File: src/rtl/alu_pipe.sv
// alu_pipe: two-stage pipelined ALU with saturating arithmetic, valid/ready
// handshakes on both sides and an architectural Z/V/N flag register.
//
// Ports:
//   clk, rst_n          rising-edge clock, asynchronous active-low reset
//   in_valid, in_ready  input handshake; an op transfers when both are high
//   opcode              0 ADD, 1 SUB, 2 XOR, 3 RED, 4 SLL, 5 SRA, 6 ROR, 7 PADDSB
//   in1, in2            operands (in2[SHW-1:0] is the shift/rotate amount)
//   out_valid, out_ready output handshake; a result transfers when both are high
//   result              result of the op held in stage 2
//   flags               flag register {Z, V, N}
//
// Handshake semantics: a producer holding valid high keeps its payload stable
// until the matching ready is seen high at a rising edge; ready never depends
// on the same-side valid. in_ready does depend on out_ready (combinational).
module alu_pipe #(
    parameter int WIDTH = 16,
    parameter int SHW   = $clog2(WIDTH)
) (
    input  logic             clk,
    input  logic             rst_n,
    input  logic             in_valid,
    output logic             in_ready,
    input  logic [2:0]       opcode,
    input  logic [WIDTH-1:0] in1,
    input  logic [WIDTH-1:0] in2,
    output logic             out_valid,
    input  logic             out_ready,
    output logic [WIDTH-1:0] result,
    output logic [2:0]       flags
);

    localparam logic [2:0] OP_ADD    = 3'd0;
    localparam logic [2:0] OP_SUB    = 3'd1;
    localparam logic [2:0] OP_XOR    = 3'd2;
    localparam logic [2:0] OP_RED    = 3'd3;
    localparam logic [2:0] OP_SLL    = 3'd4;
    localparam logic [2:0] OP_SRA    = 3'd5;
    localparam logic [2:0] OP_ROR    = 3'd6;
    localparam logic [2:0] OP_PADDSB = 3'd7;

    localparam int NB = WIDTH / 8;
    localparam int NL = WIDTH / 4;

    localparam logic [WIDTH-1:0] SAT_POS = {1'b0, {(WIDTH-1){1'b1}}};
    localparam logic [WIDTH-1:0] SAT_NEG = {1'b1, {(WIDTH-1){1'b0}}};

    // Stage 1: captured operation
    logic             s1_valid;
    logic [2:0]       s1_op;
    logic [WIDTH-1:0] s1_a;
    logic [WIDTH-1:0] s1_b;

    // Stage 2: computed result; flag_q is the architectural flag register
    logic             s2_valid;
    logic [WIDTH-1:0] s2_result;
    logic [2:0]       flag_q;

    logic s2_load;
    logic s1_adv;
    logic s1_load;

    assign s2_load  = !s2_valid || out_ready;
    assign s1_adv   = s1_valid && s2_load;
    assign s1_load  = !s1_valid || s1_adv;
    assign in_ready = !s1_valid || !s2_valid || out_ready;

    assign out_valid = s2_valid;
    assign result    = s2_result;
    assign flags     = flag_q;

    // Datapath on the stage-1 operands
    logic [SHW-1:0]   sh;
    logic [SHW-1:0]   rot_amt;
    logic [WIDTH-1:0] sum;
    logic [WIDTH-1:0] diff;
    logic [WIDTH-1:0] sra_res;
    logic             add_ovf;
    logic             sub_ovf;

    assign sh      = s1_b[SHW-1:0];
    assign sum     = s1_a + s1_b;
    assign diff    = s1_a - s1_b;
    assign sra_res = $signed(s1_a) >>> sh;
    // Overflow: operands agree in sign (ADD) or differ (SUB) and the wrapped
    // result's sign disagrees with in1.
    assign add_ovf = (s1_a[WIDTH-1] == s1_b[WIDTH-1]) && (sum[WIDTH-1] != s1_a[WIDTH-1]);
    assign sub_ovf = (s1_a[WIDTH-1] != s1_b[WIDTH-1]) && (diff[WIDTH-1] != s1_a[WIDTH-1]);
    // For non-power-of-two widths the amount field can exceed WIDTH-1; the
    // field is below 2*WIDTH so one subtraction reduces it modulo WIDTH.
    assign rot_amt = (int'(sh) >= WIDTH) ? SHW'(int'(sh) - WIDTH) : sh;

    logic [WIDTH-1:0] alu_res;
    logic [WIDTH-1:0] red_acc;
    logic [4:0]       lane_sum;
    logic             upd_z;
    logic             upd_vn;
    logic             v_new;
    logic             z_new;
    logic             n_new;

    always_comb begin
        alu_res  = '0;
        red_acc  = '0;
        lane_sum = '0;
        upd_z    = 1'b0;
        upd_vn   = 1'b0;
        v_new    = 1'b0;
        case (s1_op)
            OP_ADD: begin
                alu_res = add_ovf ? (s1_a[WIDTH-1] ? SAT_NEG : SAT_POS) : sum;
                v_new   = add_ovf;
                upd_z   = 1'b1;
                upd_vn  = 1'b1;
            end
            OP_SUB: begin
                alu_res = sub_ovf ? (s1_a[WIDTH-1] ? SAT_NEG : SAT_POS) : diff;
                v_new   = sub_ovf;
                upd_z   = 1'b1;
                upd_vn  = 1'b1;
            end
            OP_XOR: begin
                alu_res = s1_a ^ s1_b;
                upd_z   = 1'b1;
            end
            OP_RED: begin
                // The byte sum fits WIDTH bits for WIDTH >= 16; at WIDTH = 8
                // only the low bits are kept, which modulo arithmetic gives
                // exactly, so WIDTH-bit accumulation loses nothing visible.
                for (int i = 0; i < NB; i++) begin
                    red_acc = red_acc + WIDTH'($signed(s1_a[8*i +: 8]))
                                      + WIDTH'($signed(s1_b[8*i +: 8]));
                end
                alu_res = red_acc;
            end
            OP_SLL: begin
                alu_res = s1_a << sh;
                upd_z   = 1'b1;
            end
            OP_SRA: begin
                alu_res = sra_res;
                upd_z   = 1'b1;
            end
            OP_ROR: begin
                // Left term vanishes when rot_amt is 0 (shift by WIDTH).
                alu_res = (s1_a >> rot_amt) | (s1_a << (WIDTH - int'(rot_amt)));
                upd_z   = 1'b1;
            end
            OP_PADDSB: begin
                for (int l = 0; l < NL; l++) begin
                    lane_sum = 5'($signed(s1_a[4*l +: 4])) + 5'($signed(s1_b[4*l +: 4]));
                    if (lane_sum[4] != lane_sum[3]) begin
                        alu_res[4*l +: 4] = lane_sum[4] ? 4'b1000 : 4'b0111;
                    end else begin
                        alu_res[4*l +: 4] = lane_sum[3:0];
                    end
                end
            end
            default: ;
        endcase
    end

    assign z_new = (alu_res == '0);
    assign n_new = alu_res[WIDTH-1];

    always_ff @(posedge clk or negedge rst_n) begin
        if (!rst_n) begin
            s1_valid <= 1'b0;
            s1_op    <= '0;
            s1_a     <= '0;
            s1_b     <= '0;
        end else if (s1_load) begin
            s1_valid <= in_valid;
            if (in_valid) begin
                s1_op <= opcode;
                s1_a  <= in1;
                s1_b  <= in2;
            end
        end
    end

    // Flags change only on the edge an op enters stage 2, so a stalled
    // stage 2 never re-applies its update.
    always_ff @(posedge clk or negedge rst_n) begin
        if (!rst_n) begin
            s2_valid  <= 1'b0;
            s2_result <= '0;
            flag_q    <= 3'b000;
        end else if (s2_load) begin
            s2_valid <= s1_valid;
            if (s1_valid) begin
                s2_result <= alu_res;
                if (upd_z) begin
                    flag_q[2] <= z_new;
                end
                if (upd_vn) begin
                    flag_q[1:0] <= {v_new, n_new};
                end
            end
        end
    end

endmodule

File: config.mk
export PLATFORM = sky130hd
export DESIGN_NAME = alu_pipe
export DESIGN_NICKNAME = d
export VERILOG_FILES = /design/src/rtl/alu_pipe.sv
export SDC_FILE = /design/constraint.sdc
export NUM_CORES = 1
export LEC_CHECK = 0
export ABC_AREA = 1
export CORE_MARGIN = 2
export CORE_UTILIZATION = 40
export DETAILED_ROUTE_END_ITERATION = 10
export PLACE_DENSITY_LB_ADDON = 0.3
export SLEW_MARGIN = 20
export SYNTH_ARGS = -nofsm -noshare
export SYNTH_HDL_FRONTEND = slang
export SYNTH_SLANG_ARGS = --single-unit
File: constraint.sdc
create_clock -name clk -period 4.6 [get_ports clk]
set_input_delay 0.46 -clock clk [delete_from_list [all_inputs] [get_ports clk]]
set_output_delay 0.46 -clock clk [all_outputs]
set_load 0.02 [all_outputs]
**Word level (Yosys, flattened, before mapping)**

Index checks and enable logic that the tools add are counted.

- Register bits: 56
- Logic and storage cells: 71

- $add $sub $neg: 10
- Equality and inequality tests: 15
- Shift-type cells: 4
- Mux-type cells: 15
- Bitwise logic cells: 2
- Reduce and logical (&&, ||, !) cells: 17

Operators with widths:

| operator | count |
|---|---|
| case mux 16 bit (8 select lines) | 1 |
| 2-to-1 mux 16 bit | 3 |
| 2-to-1 mux 4 bit | 8 |
| left shift 16 x 32 -> 16 bit | 1 |
| adder 4 x 4 -> 5 bit | 4 |
| adder 16 bit | 1 |
| zero test 16 bit | 1 |
| OR 16 bit | 1 |
| left shift 16 x 4 -> 16 bit | 1 |
| right shift 16 x 4 -> 16 bit | 1 |
| >>> shifter 16 x 4 -> 16 bit | 1 |
| subtractor 16 bit | 1 |
| bitwise XOR 16 bit | 1 |
| == test 3 bit, second input constant | 4 |
| adder 10 x 8 -> 11 bit | 1 |
| adder 9 x 8 -> 10 bit | 1 |
| adder 8 x 8 -> 9 bit | 1 |
| inequality test 1 bit | 7 |
| == test 3 x 2 -> 1 bit, second input constant | 2 |
| AND reduction 3 bit | 2 |
| OR reduction 6 bit | 1 |
| subtractor 5 x 4 -> 6 bit, first input constant | 1 |
| logical OR 1 bit | 4 |
| AND reduction 2 bit | 2 |
| 8 further kinds | 12 |

**Logic depth before layout (Yosys ltp)**

Gate-level depths: netlist (run 1).

- Depth after elaboration: 6
- Mapped depth: 30
- Depth with buffers taken out: 26

**Worst setup path after synthesis (run 1)**

Ideal clock, no wire load.

- Path type: register -> register
- Start: register s1_b[2]
- End: register flag_q[2], in the netlist flags[2]
- Library setup time: 120 ps
- Arrival: 3,709 ps
- Slack: 770 ps
- Cell stages (with the launch flop): 30
- Path buffers: 4
- Period minus slack after synthesis: 3,830 ps
- Path through: dfrtp_1 buf_2 inv_4 clkbuf_1 ha_1 buf_2 nand2_1 nand2_1 a21oi_1 nand2_1 nand2_1 nand2_1 a21o_1 a21oi_1 fa_1 nor3_1 nor2_1 buf_2 nand3_1 nand2_1 nand2_1 nor2_1 nand3_1 nand2_1 nand2_1 inv_1 nand2_1 nor2_1 nand2_1 nand2_1

- Word-level cells in the longest chain between the ends: 6

Ends and longest elaborated chain:

| what | RTL line | text |
|---|---|---|
| start, declared | 52 | `logic [WIDTH-1:0] s1_b;` |
| start signal, assigned | 177 | `s1_b <= in2;` |
| branches (longest 4 deep; another with adder 10 x 8 -> 11 bit) | - |  |
| case mux 16 bit (8 select lines) * | 109 | `case (s1_op)` |
| zero test 16 bit * | 163 | `assign z_new = (alu_res == '0);` |
| end signal, assigned | 194 | `flag_q[2] <= z_new;` |
| end, declared | 57 | `logic [2:0] flag_q;` |

Mark *: on every way between the ends.
A chain may end at the register's enable or synchronous reset.

**Worst setup path after layout (run 1)**

- Start: register s1_a[8]
- End: register flag_q[2], in the netlist flags[2]

- Word-level cells in the longest chain between the ends: 6

Ends and longest elaborated chain:

| what | RTL line | text |
|---|---|---|
| start, declared | 51 | `logic [WIDTH-1:0] s1_a;` |
| start signal, assigned | 176 | `s1_a <= in1;` |
| branches (longest 4 deep; another with adder 10 x 8 -> 11 bit) | - |  |
| case mux 16 bit (8 select lines) * | 109 |  |
| zero test 16 bit * | 163 |  |

Marked as above.

==> key figures, run 1 <==
STA
  • Unrepaired setup endpoints after global routing: false
  • Clock Skew: 0.0127 ns
  • Min Tclk post-route: 4.07 ns
  • Setup TNS: 0 ns
  • Slew of the pin with the lowest slew margin: 0.895 ns
  • Final Hold Vio Count: 0
  • Slew Limit Fails: 0
  • Rel. slew slack: 0.401
  • Fin crit share: 0.884
  • Final setup fails: 0
  • Worst setup margin: 0.532 ns
  • Hold slack: 0.294 ns
  • Fmax achieved: 0.246 GHz

Power
  • Tot Pwr: 4.82 mW
  • Internal Power: 2.05 mW
  • Clock network power share: 0.084
  • Worst vdd ir: 332 µV
  • Sequential Power Share: 0.151
  • Comb pwr share: 0.765
  • Switching share of power: 0.574
  • Sw power: 2.77 mW
  • PwrDens: 529 mW/mm²
  • Lkg Pwr: 4.90 nW

GRT
  • Global-route wire length before repair: 50,000 µm
  • Initial antenna violation count: 1
  • Largest net degree at the start of global routing: 57
  • Gr usage total: 0.300
  • Gr ovfl total: 0
  • Number of global-route vias before repair: 8,709

Cells and area
  • P&R area growth vs syn: 12.1%
  • Layout cells sized above 1: 0.0527
  • Diodes inserted: 0
  • Total Nets Final: 1,565

Yosys
  • Seq/Total Area, Yosys: 0.173
  • Number of synthesized flops with an enable pin: 0
  • Synth Net Count: 1,530
  • Number of synthesized register bits: 56
  • Synth Flop Type: dfrtp_1
  • Syn. warnings: 0
  • FFs w/ async S/R, synth: 1.00
  • Syn Area/Cell: 5.70 µm²
  • Post-synthesis cell type count: 42
  • Cells after Synth: 1,425
  • Post-Syn Area: 0.00812 mm²

Clock tree
  • Total setup buffers inserted after CTS: 0
  • Clock Pin Slew Worst Setup and Hold Paths: 0.08 ns
  • H-tree Lvls: 2
  • TritonCTS clock tree: yes
  • Clock root cell: clkbuf_16
  • CTS Buffer Depth: 2
  • Cts-stage hold buffer count: 0
  • Clock Sinks: 56
  • CTS Buf Count: 5
  • PostCTS Resize Cnt: 0
  • Clock latency on the worst-skew pair: 0.31 ns

Worst setup path
  • Cell Chain, Critical Path: ha_1 -> nand2_1 -> inv_1 -> nand2_1 -> nand2_1 -> a21oi_1 -> nand2_1 -> a21o_1 -> a21oi_1 -> fa_1 -> nand3_1 -> inv_1 -> nor2_1 -> buf_4 -> nand3_1 -> nand2_1 -> nand2_1 -> nor2_1 -> nand2_1 -> nor2_1 -> nand2_1 -> nor2_1 -> nand2_1 -> nand2_1
  • CP required: 4.85 ns
  • Most used cell, CP: nand2_1
  • CP startpoint kind: flop
  • Setup crit end kind: flop
  • WS Path Type: flop to flop
  • Worst path max stage delay: 0.52 ns
  • Worst-path fanout max: 10
  • Critical-path cell with the highest stage delay: ha_1
  • Worst path arrival time: 4.31 ns

Floorplanning
  • Initial Util: 0.404
  • Top-Level Pins: 60
  • Chip width: 147 µm
  • CORE AREA: 0.0201 mm²
  • Die area: 0.0215 mm²
  • Die H: 147 µm
  • Std cell rows: 52

Worst hold path
  • Hold/Removal Path Class: input port to async pin

Detailed routing
  • Final wirelength: 31,900 µm
  • ANT nets after route: 0
  • Residual DRC: 0
  • WL/cell: 18.4 µm
  • Vias post-DR: 9,433
  • Vias per cell: 5.45
  • 1st-iter DRT viols: 1,079
  • Detailed Routing Iterations Pass 1: 5

Status
  • Status: complete, no violations

Placed design
  • DP Worst Slack: 0.660 ns
  • Port bufs: 59
  • Detail Placement HPWL: 26,100 µm
  • Final GP Congestion: 1.02

Job
  • Max Cap Violations: 0
[final timing paths]
path	depth (start not counted)	startpoint	end	slack [ns]
worst min register to register	2	flags[1]$_DFFE_PN0P_	flags[1]$_DFFE_PN0P_	0.48
worst max-delay path	24	s1_a[8]$_DFFE_PN0P_	flags[2]$_DFFE_PN0P_	0.53
max in group asynchronous	2	rst_n	s1_op[1]$_DFFE_PN0P_	3.80
worst min-delay path	2	rst_n	s1_b[11]$_DFFE_PN0P_	0.29
min in group clk	2	flags[1]$_DFFE_PN0P_	flags[1]$_DFFE_PN0P_	0.48
worst max register to register	24	s1_a[8]$_DFFE_PN0P_	flags[2]$_DFFE_PN0P_	0.53
[cells in the final DEF, fill, tap and decap left out, types with 8 or more instances in the layout]
master | Yosys | layout
a21oi_1 | 82 | 82
a31oi_1 | 11 | 11
buf_4 | 7 | 24
clkdlybuf4s50_1 | 0 | 58
dfrtp_1 | 56 | 56
fa_1 | 23 | 23
ha_1 | 43 | 43
inv_1 | 144 | 144
inv_2 | 14 | 14
nand2_1 | 528 | 527
nand2_2 | 10 | 11
nand3_1 | 221 | 221
nand4_1 | 19 | 19
nor2_1 | 123 | 123
o21ai_0 | 34 | 34
xor2_1 | 8 | 8
[cell usage after synthesis (2+ instances only)]
master    count  area, µm²
nand3_1     221       1110
buf_1         5       18.8
nor3_1        6       30.0
mux2_2        2       22.5
nand4_1      19        119
inv_4         3       18.8
o21bai_1      4       30.0
nor2_1      123        462
xor2_1        8       70.1
nor2_2        3       18.8
a21oi_2       4       35.0
nand2_1     528       1980
dfrtp_1      56       1400
a21oi_1      82        410
inv_1       144        541
xnor2_1       3       26.3
or2_2         2       12.5
fa_1         23        460
ha_1         43        538
buf_6         3       33.8
o211ai_1      4       30.0
a31oi_1      11       68.8
nand3b_1      3       22.5
clkbuf_1     23       86.3
and3_1        2       12.5
a21o_1        2       15.0
buf_2        16       80.1
buf_4         7       52.6
o21ai_1       5       25.0
nand2_2      10       62.6
o21ai_0      34        170
inv_2        14       52.6
and2_1        2       12.5
nand2_4       2       22.5
[power groups by stage]
stage                     combinational, mW  sequential, mW  clock [mW]
after floorplan                        2.43           0.799           0
after global placement                 3.60           0.733           0
after detailed placement               3.59           0.740           0
after CTS                              3.61           0.730       0.419
after global routing                   4.10           0.748       0.434
final                                  3.68           0.730       0.404
[cell families (layout without fill, tap and decap cells)]
family,count (synthesis),count (layout),share of synthesized area
muxes,2,2,0.00277
buffers and inverters,216,252,0.109
and+or+nand+nor,924,924,0.480
xor gates and xnor gates,11,11,0.0119
AOI/OAI and AO/OA,150,150,0.101
DFF,56,56,0.173
adders and majority gates,66,66,0.123
[cell type report]
| class | instances | area (µm²) |
|---|---|---|
| fill | 2208 | 11000 |
| sequential | 56 | 1400 |
| clock buffer | 5 | 125 |
| inverter | 161 | 612 |
| multi-input combinational | 1153 | 5840 |
| clock inverter | 3 | 27.5 |
| tap | 270 | 338 |
| timing repair buffer | 83 | 766 |
[metrics by stage]
step / area (µm²) / util / instances
global placement: 8950 / 0.445 / 1723
floorplan: 8120 / - / 1425
finish: 9100 / 0.453 / 1731
CTS: 9100 / 0.453 / 1731
detailed placement: 8950 / 0.445 / 1723
global route: 9100 / 0.453 / 1731
[sequential cells by signal (all words and copies together) (netlist names)]
signal / flops
s1_op: 3
s1_a: 16
s1_b: 16
flags: 3
result: 16
s1_valid: 1
out_valid: 1
[worst max-delay path: cells and delay by family (launching register included)]
kind	cells	cell delay, ns
and+or+nand+nor	16	1.54
adders and majority gates	2	1.02
AOI/OAI and AO/OA	3	0.63
buffers and inverters	3	0.32
DFF	1	0.47
[metal layers]
layer  share of wire  GRT usage
met5               0          0
met4           0.035      0.101
met3           0.084     0.0506
met2            0.43      0.449
met1            0.45      0.439
Note: power is estimated with default switching activity, not from simulation.
==> run 2: changes to the inputs <==
- CELL_PAD_IN_SITES_DETAIL_PLACEMENT: default -> 0
- CELL_PAD_IN_SITES_GLOBAL_PLACEMENT: default -> 1
- HOLD_SLACK_MARGIN: default -> 0.08
- clock period: 4.6 -> 4.1 ns (I/O delays scaled with it)
==> key figures, run 2 (synthesis results as in run 1) <==
Status
  • Status: complete, no violations

Power
  • Sequential Power Share: 0.142 (-0.009)
  • Internal Power: 2.39 mW (+16%)
  • Sw power: 3.16 mW (+14%)
  • PwrDens: 600 mW/mm² (+13%)
  • Clock network power share: 0.082 (-0.002)
  • Switching share of power: 0.570 (-0.00441)
  • Worst vdd ir: 336 µV (+1.3%)
  • Lkg Pwr: 4.99 nW (+1.7%)
  • Comb pwr share: 0.776 (+0.011)

Placed design
  • Detail Placement HPWL: 28,000 µm (+7.1%)
  • Placed insts: 1,738 (+0.87%)
  • Port bufs: 59 (unchanged)
  • Final GP Congestion: 0.969 (-4.5%)
  • Area after DPL: 0.00906 mm² (+1.3%)
  • DP Worst Slack: 0.267 ns (-0.394 ns)

Clock tree
  • CTS Buffer Depth: 2 (unchanged)
  • Clock latency on the worst-skew pair: 0.31 ns (about the same)
  • Cts-stage hold buffer count: 0 (unchanged)
  • Clock Sinks: 56 (unchanged)
  • TritonCTS clock tree: yes
  • Clock Pin Slew Worst Setup and Hold Paths: 0.07 ns (about the same)
  • H-tree Lvls: 2 (unchanged)
  • CTS Buf Count: 5 (unchanged)
  • Clock root cell: clkbuf_16

Detailed routing
  • DRT met1 WL: 15,400 µm (+6.5%)
  • Final wirelength: 33,700 µm (+5.9%)
  • WL/cell: 19.3 µm (+4.9%)
  • Vias per cell: 5.43 (-0.44%)
  • 1st-iter DRT viols: 1,009 (-6.5%)
  • Residual DRC: 0 (unchanged)
  • Top sig layer: met4
  • Detailed Routing Iterations Pass 1: 6 (+1)
  • Vias post-DR: 9,478 (+0.48%)
  • Metal2 WL: 14,700 µm (+7.8%)
  • WL met3: 2750 µm (+3.0%)
  • ANT nets after route: 0 (unchanged)

Worst setup path
  • Worst r2r src: s1_a[0]$_DFFE_PN0P_
  • Worst path arrival time: 3.99 ns (-0.32 ns)
  • Setup crit end kind: flop
  • CP startpoint: s1_a[0]$_DFFE_PN0P_
  • Worst-path fanout max: 11 (+1)
  • Worst Setup EP: flags[2]$_DFFE_PN0P_
  • RR Endpoint: flags[2]$_DFFE_PN0P_
  • FF-to-FF setup slack: 0.36 ns (-0.17 ns)
  • WS Path Type: flop to flop
  • CP required: 4.35 ns (-0.50 ns)
  • Reg2Reg Depth: 23 (-4.2%)
  • CP startpoint kind: flop

GRT
  • Initial antenna violation count: 0 (-1)
  • Largest net degree at the start of global routing: 46 (-19%)
  • Gr usage total: 0.318 (+0.0178)
  • Gr ovfl total: 0 (unchanged)
  • Global-route wire length before repair: 51,900 µm (+3.6%)
  • Number of global-route vias before repair: 8,842 (+1.5%)

STA
  • Min Tclk post-route: 3.74 ns (-0.328 ns)
  • Slew Limit Fails: 0 (unchanged)
  • Rel. slew slack: 0.358 (-0.0433)
  • Final Hold Vio Count: 0 (unchanged)
  • Clock Skew: 0.0101 ns (-0.00252 ns)
  • Slew of the pin with the lowest slew margin: 0.959 ns (+0.0647 ns)
  • Setup TNS: 0 ns (unchanged)
  • Fin crit share: 0.912 (+0.0277)
  • Final setup fails: 0 (unchanged)
  • Fmax achieved: 0.267 GHz (+8.8%)
  • Worst setup margin: 0.360 ns (-0.172 ns)

Cells and area
  • Filler cells: 2,257 (+2.2%)
  • P&R area growth vs syn: 14.0%
  • Total Nets Final: 1,581 (+1.0%)
  • Layout cells sized above 1: 0.0684 (+0.0157)
  • Fin cells: 1,747 (+0.92%)
  • Diodes inserted: 0 (unchanged)
  • Most frequent cells in the layout: 527 x nand2_1, 220 x nand3_1, 144 x inv_1, 120 x nor2_1, 80 x a21oi_1
  • Design Area, Final: 0.00926 mm² (+1.7%)
  • Commonest non-fill, non-tap cell in the layout: nand2_1

Floorplanning
  • CORE AREA: 0.0201 mm² (unchanged)
  • Die area: 0.0215 mm² (unchanged)
  • Chip width: 147 µm (unchanged)
  • Std cell rows: 52 (unchanged)
  • Initial Util: 0.404 (unchanged)
  • Top-Level Pins: 60 (unchanged)
  • Die H: 147 µm (unchanged)

Worst hold path
  • Hold/Removal Path Class: input port to async pin

Job
  • Max Cap Violations: 0 (unchanged)
==> run 2: changes by cell type in the layout (fill, tap and decap cells not counted), moves of 2 or more <==
cell and change:
a21oi_1 -2, a21oi_2 +2, nor2_2 +3, buf_4 +16
ha_1 -2, nor2_1 -3
==> run 2: worst min path at each step <==
stage	end	cells past startpoint	slack [ns]	startpoint
2_1_floorplan	flags[0]$_DFFE_PN0P_	0	0.11	rst_n
3_3_place_gp	result[1]$_DFFE_PN0P_	2	0.46	result[1]$_DFFE_PN0P_
3_5_place_dp	s1_a[4]$_DFFE_PN0P_	1	0.47	rst_n
4_1_cts	s1_a[4]$_DFFE_PN0P_	1	0.14	rst_n
5_1_grt	s1_a[4]$_DFFE_PN0P_	1	0.16	rst_n
6_report	s1_a[4]$_DFFE_PN0P_	1	0.13	rst_n
==> run 2: cell type report <==
cell class | count | area [µm²] | share of cell area
clock inverter | 2 | 13.8 | 0.00149
tap | 270 | 338 | 0.0365
inverter | 161 | 612 | 0.0661
multi-input combinational | 1153 | 5870 | 0.634
clock buffer | 6 | 139 | 0.0150
timing repair buffer | 99 | 886 | 0.0957
sequential | 56 | 1400 | 0.151
==> run 2: metal layers <==
metal  vias up  GRT usage
met4         0     0.0879
met5         -          0
met2       446      0.485
li1       4666          -
met3        41     0.0553
met1      4325      0.463
==> run 2: repair_timing <==
action / CTS / global route
hold endpoints to repair: 0 / 0
setup buffers: 0 / 1
gates resized for setup: 0 / 9
endpoints found under the setup margin: 0 / 1
==> run 2: worst max-delay path: stages (launching register included) <==
cell and delay (ns):
dfrtp_1 0.59, inv_1 0.14, ha_1 0.22, inv_1 0.13, nand4_1 0.14, nand2_1 0.17
nand2_1 0.10, nand2_1 0.09, a21o_1 0.12, a21oi_2 0.07, fa_1 0.51, nand3_1 0.08
inv_1 0.10, nor2_1 0.04, buf_4 0.17, o21ai_0 0.08, nand4_1 0.19, a21oi_1 0.19
nand3_1 0.10, nand2_1 0.10, nand4_1 0.11, nor2_1 0.11, nand2_1 0.05, nand2_1 0.05
==> run 2: power groups by stage <==
stage	Sequential (mW)	Clock, mW	Combinational, mW
floorplan	0.897	0	2.73
global placement	0.791	0	4.18
detailed placement	0.799	0	4.18
CTS	0.789	0.468	4.20
global route	0.812	0.495	4.79
finish	0.790	0.455	4.31
==> run 2: per-stage QoR <==
step / power [mW] / util / hold slack, ns
3_3_place_gp: 4.97 / 0.451 / 0.464
5_1_grt: 6.09 / 0.461 / 0.163
6_report: 5.56 / 0.461 / 0.131
3_5_place_dp: 4.98 / 0.451 / 0.473
4_1_cts: 5.46 / 0.458 / 0.142
2_1_floorplan: 3.63 / - / 0.114
